`src/rtl/pipeline_hazard_ctrl.sv`:
```
// ============================================================================
// pipeline_hazard_ctrl : load-use / redirect / freeze hazard control for the
// five-stage pipeline. Optional counters built when HAZ_PERF_CNT_EN is defined.
// Revision: 1.0
// ============================================================================
`default_nettype none

module pipeline_hazard_ctrl #(
  parameter int REDIRECT_LAT = 2,
  parameter int CNT_W        = 16
) (
  input  logic             CLK,
  input  logic             RST,
  input  logic [4:0]       ifid_rs,
  input  logic [4:0]       ifid_rt,
  input  logic             ifid_uses_rt,
  input  logic             idex_memread,
  input  logic [4:0]       idex_rt,
  input  logic             exmem_redirect,
  input  logic             dmem_busy,
  output logic             pc_write,
  output logic             ifid_write,
  output logic             ifid_flush,
  output logic             idex_flush,
  output logic             exmem_flush,
  output logic             pc_redirect,
  output logic [CNT_W-1:0] stall_cnt,
  output logic [CNT_W-1:0] flush_cnt,
  output logic [CNT_W-1:0] freeze_cnt
);

  localparam logic [0:0] ST_RUN     = 1'b0;
  localparam logic [0:0] ST_REFETCH = 1'b1;
  localparam logic [3:0] LAT_INIT   = 4'(REDIRECT_LAT);

  logic [0:0] state_q, state_d;
  logic [3:0] lat_cnt_q, lat_cnt_d;
  logic       load_use;

  // $0 is hardwired zero, so a load targeting it never produces a dependency.
  assign load_use = idex_memread && (idex_rt != 5'd0) &&
                    ((idex_rt == ifid_rs) || (ifid_uses_rt && (idex_rt == ifid_rt)));

  always_ff @(posedge CLK) begin
    if (!RST) begin
      state_q   <= ST_RUN;
      lat_cnt_q <= 4'd0;
    end else begin
      state_q   <= state_d;
      lat_cnt_q <= lat_cnt_d;
    end
  end

  always_comb begin
    state_d   = state_q;
    lat_cnt_d = lat_cnt_q;
    if (!dmem_busy) begin
      case (state_q)
        ST_RUN: begin
          if (exmem_redirect && (REDIRECT_LAT != 0)) begin
            state_d   = ST_REFETCH;
            lat_cnt_d = LAT_INIT;
          end
        end
        ST_REFETCH: begin
          if (lat_cnt_q <= 4'd1) begin
            state_d   = ST_RUN;
            lat_cnt_d = 4'd0;
          end else begin
            lat_cnt_d = lat_cnt_q - 4'd1;
          end
        end
        default: begin
          state_d   = ST_RUN;
          lat_cnt_d = 4'd0;
        end
      endcase
    end
  end

  always_comb begin
    pc_write    = 1'b1;
    ifid_write  = 1'b1;
    ifid_flush  = 1'b0;
    idex_flush  = 1'b0;
    exmem_flush = 1'b0;
    pc_redirect = 1'b0;
    if (!RST) begin
      pc_write    = 1'b0;
      ifid_write  = 1'b0;
      ifid_flush  = 1'b1;
      idex_flush  = 1'b1;
      exmem_flush = 1'b1;
    end else if (dmem_busy) begin
      pc_write    = 1'b0;
      ifid_write  = 1'b0;
    end else if (state_q == ST_REFETCH) begin
      pc_write    = 1'b0;
      ifid_flush  = 1'b1;
    end else if (exmem_redirect) begin
      pc_redirect = 1'b1;
      ifid_flush  = 1'b1;
      idex_flush  = 1'b1;
      exmem_flush = 1'b1;
    end else if (load_use) begin
      pc_write    = 1'b0;
      ifid_write  = 1'b0;
      idex_flush  = 1'b1;
    end
  end

`ifdef HAZ_PERF_CNT_EN
  logic             ev_stall, ev_flush, ev_freeze;
  logic [CNT_W-1:0] stall_cnt_q, stall_cnt_d;
  logic [CNT_W-1:0] flush_cnt_q, flush_cnt_d;
  logic [CNT_W-1:0] freeze_cnt_q, freeze_cnt_d;

  assign ev_freeze = dmem_busy;
  assign ev_flush  = !dmem_busy && (state_q == ST_RUN) && exmem_redirect;
  assign ev_stall  = !dmem_busy && (state_q == ST_RUN) && !exmem_redirect && load_use;

  // Counters saturate rather than wrap so long runs stay monotonic.
  always_comb begin
    stall_cnt_d  = stall_cnt_q;
    flush_cnt_d  = flush_cnt_q;
    freeze_cnt_d = freeze_cnt_q;
    if (ev_stall && (stall_cnt_q != {CNT_W{1'b1}}))
      stall_cnt_d = stall_cnt_q + 1'b1;
    if (ev_flush && (flush_cnt_q != {CNT_W{1'b1}}))
      flush_cnt_d = flush_cnt_q + 1'b1;
    if (ev_freeze && (freeze_cnt_q != {CNT_W{1'b1}}))
      freeze_cnt_d = freeze_cnt_q + 1'b1;
  end

  always_ff @(posedge CLK) begin
    if (!RST) begin
      stall_cnt_q  <= '0;
      flush_cnt_q  <= '0;
      freeze_cnt_q <= '0;
    end else begin
      stall_cnt_q  <= stall_cnt_d;
      flush_cnt_q  <= flush_cnt_d;
      freeze_cnt_q <= freeze_cnt_d;
    end
  end

  assign stall_cnt  = stall_cnt_q;
  assign flush_cnt  = flush_cnt_q;
  assign freeze_cnt = freeze_cnt_q;
`else
  assign stall_cnt  = '0;
  assign flush_cnt  = '0;
  assign freeze_cnt = '0;
`endif

endmodule

`default_nettype wire
```
`config.mk`:
```
export PLATFORM = sky130hd
export DESIGN_NAME = pipeline_hazard_ctrl
export DESIGN_NICKNAME = d
export VERILOG_FILES = /design/src/rtl/pipeline_hazard_ctrl.sv
export SDC_FILE = /design/constraint.sdc
export NUM_CORES = 1
export LEC_CHECK = 0
export CAP_MARGIN = 5
export CORE_ASPECT_RATIO = 2
export CORE_MARGIN = 2
export CORE_UTILIZATION = 31
export DETAILED_ROUTE_END_ITERATION = 8
export GPL_ROUTABILITY_DRIVEN = 0
export PLACE_DENSITY = 0.81
export SYNTH_ARGS = -nofsm -noshare
export SYNTH_HDL_FRONTEND = slang
export SYNTH_SLANG_ARGS = --single-unit
```
`constraint.sdc`:
```
create_clock -name CLK -period 1.6 [get_ports CLK]
set_input_delay 0.24 -clock CLK [delete_from_list [all_inputs] [get_ports CLK]]
set_output_delay 0.24 -clock CLK [all_outputs]
set_load 0.1 [all_outputs]
```
==> flow_summary.json <==
{
  "outcome": "complete, but fails checks",
  "violations": "setup timing",
  "setup_viol": 3,
  "area_growth_pct": 45.4,
  "wl_mm": 1.85,
  "yosys-top-cells-area": "buf_4, dfxtp_1, xnor2_1",
  "grt-ovfl-total": 0,
  "final.min_clock_period_ns": 1.82,
  "dp_hpwl_mm": 1.59,
  "clock_power_share_pct": 20.2,
  "root_buffer": "clkbuf_8",
  "cp.required_ns": 1.36,
  "initial_utilization_pct": 32.5,
  "h-tree-depth": 1,
  "rsz0062_at_grt": "true",
  "clk_pin_slew_ns": 0.03,
  "p_per_area_mw_per_mm2": 963,
  "first_global_vias": 739,
  "cp-end-kind": "primary output",
  "synth_common_cells": "buf_4, nand2_1, xnor2_1, nor2_1, dfxtp_1",
  "r2r_end": "lat_cnt_q[0]",
  "r2r_start": "lat_cnt_q[1]",
  "ant_nets": 0,
  "cap_violations": 0,
  "die_w_um": 40.5,
  "synth.top_cell.area_share_pct": 43.7,
  "reg2reg_depth": 6,
  "period_share_pct": 114,
  "synth_edf_count": 0,
  "critPathKind": "primary input to primary output",
  "fp.dieArea_mm2": 0.00311,
  "fin_ws_ns": -0.224,
  "ys_ff_latch": 5,
  "synth_ff_type": "dfxtp_1",
  "layout-drive-gt1-share_pct": 24.4,
  "worstSkewPairLatency_ns": 0.22,
  "cts_buffer_depth": 2,
  "synth_area_um2": 825,
  "dr.first_iter.drc_count": 12,
  "hold_slack_ns": 0.522,
  "syn_avg_cell_area_um2": 7.30,
  "irDropWorstVdd_v": 0.000669,
  "ys_seq_area_share_pct": 12.1,
  "io_buffer_count": 26,
  "finalNetCount": 180,
  "postLayoutCellArea_mm2": 0.00120,
  "die_y_um": 76.9,
  "fin_skew_ns": 0.000443,
  "syn_inst": 113,
  "clock_sinks": 5,
  "place_ws_ns": -0.613,
  "antennaDiodeCount": 0,
  "core_mm2": 0.00254,
  "grt_pass1_wl_mm": 2.81,
  "wl_per_cell_um": 10.0,
  "io_pins": 75,
  "cp.arrival_ns": 1.58,
  "tns_ns": -0.513,
  "final_max_slew_viol_count": 0,
  "cts_hold_buffers": 0,
  "cts_buffers": 3,
  "antenna_found_initial": 0,
  "yosysWarnings": 0,
  "cp-endpoint": "ifid_write",
  "placed_area_mm2": 0.00114,
  "cts_tree": "built",
  "grt.total_usage_pct": 12.5,
  "avgViaCountPerCell": 4.11,
  "max_freq_ghz": 0.548,
  "p_leak_nw": 0.580,
  "grt_max_degree": 7,
  "crit_start": "idex_rt[3]",
  "switching_power_mw": 0.714,
  "final_cells": 184,
  "dpl.cell_count": 180,
  "internal_power_mw": 0.440,
  "vias": 756,
  "rows": 26,
  "synth_cell_types": 26,
  "share_comb_of_total_power_pct": 68.2,
  "synth_area_leader_cell": "buf_4",
  "async_flop_share_pct": 0,
  "drtPass1Iterations": 4,
  "drcViolationCount": 0,
  "hold_viol_final": 0,
  "yosysMostFrequentCell": "buf_4",
  "switching_share_pct": 61.9,
  "hold_class": "flip-flop to flip-flop",
  "reg2reg_slack_ns": 0.13,
  "startpoint_type": "primary input",
  "seq_power_share_pct": 11.7,
  "crit_path_max_fanout": 3
}
## routing by layer
metal  vias to the layer above  part of all wire (%)  global-route usage (%)
li1                        361                     -                       -
met1                       332                    25                    8.44
met2                        61                    62                    25.9
met3                         2                    12                    3.76
met4                         0                  0.76                    4.00
met5                         -                     0                       0
## cell type report
class / instances / area, um^2
clock buffers: 4 / 45.0
fillers: 249 / 1340
inverters: 4 / 15.0
multi-input cells: 103 / 599
flip-flops and latches: 5 / 100
well taps: 28 / 35.0
repair buffers: 40 / 404
## sequential cells by signal (all words and copies together), names as in the netlist
signal,flops
state_q,1
lat_cnt_q,4
## logic make-up after synthesis
family,after synthesis,synth area share [%]
DFF,5,12.1
adders and majority gates,2,3.03
and+or+nand+nor,27,14.9
xor gates and xnor gates,10,10.6
other,1,0.455
buffers and inverters,52,45.5
AOI/OAI and AO/OA,16,13.4
## per-stage QoR
stage / power [mW] / utilization, %
after global routing: 1.19 / 47.2
final: 1.15 / 47.2
after global placement: 0.916 / 44.9
after floorplan: 0.864 / -
after CTS: 1.15 / 47.0
after detailed placement: 0.920 / 44.9
## worst max-delay path, stage by stage
cell      delay [ns]
buf_6           0.09
or4_4           0.52
o21a_4          0.26
a311oi_4        0.25
buf_12          0.22
## power by group through the flow
stage | clock network (mW) | logic (mW) | registers (mW)
6_report | 0.233 | 0.786 | 0.135
5_1_grt | 0.244 | 0.812 | 0.135
4_1_cts | 0.234 | 0.782 | 0.134
3_5_place_dp | 0 | 0.784 | 0.136
3_3_place_gp | 0 | 0.780 | 0.136
2_1_floorplan | 0 | 0.728 | 0.137
## layout by cell type, fill, tap and decap left out, types with 2 or more instances in the layout
cell / count
xnor2_1: 8
nand4_1: 2
conb_1: 48
buf_4: 14
ha_1: 2
o21ai_0: 2
dlygate4sd2_1: 11
clkdlybuf4s50_1: 5
xnor2_2: 2
buf_6: 2
inv_1: 4
a21oi_1: 4
nor2_1: 6
o22ai_1: 3
buf_12: 6
dfxtp_1: 5
clkbuf_8: 3
nand2_1: 9
## what timing repair did
action	4_1_cts	5_1_grt
pin swaps	11	2
buffers inserted	0	0
resized for setup	31	3
endpoints found under the setup margin	4	5
## how the worst min path moves through the flow
stage | from | end | slack, ns | depth (start not counted)
global route | lat_cnt_q[2] | lat_cnt_q[2] | 0.55 | 2
finish | lat_cnt_q[2] | lat_cnt_q[2] | 0.52 | 2
detailed placement | lat_cnt_q[2] | lat_cnt_q[2] | 0.51 | 2
floorplan | dmem_busy | state_q | 0.39 | 2
CTS | lat_cnt_q[2] | lat_cnt_q[2] | 0.51 | 2
global placement | lat_cnt_q[2] | lat_cnt_q[2] | 0.50 | 2
Power figures use the tool's default switching activity.
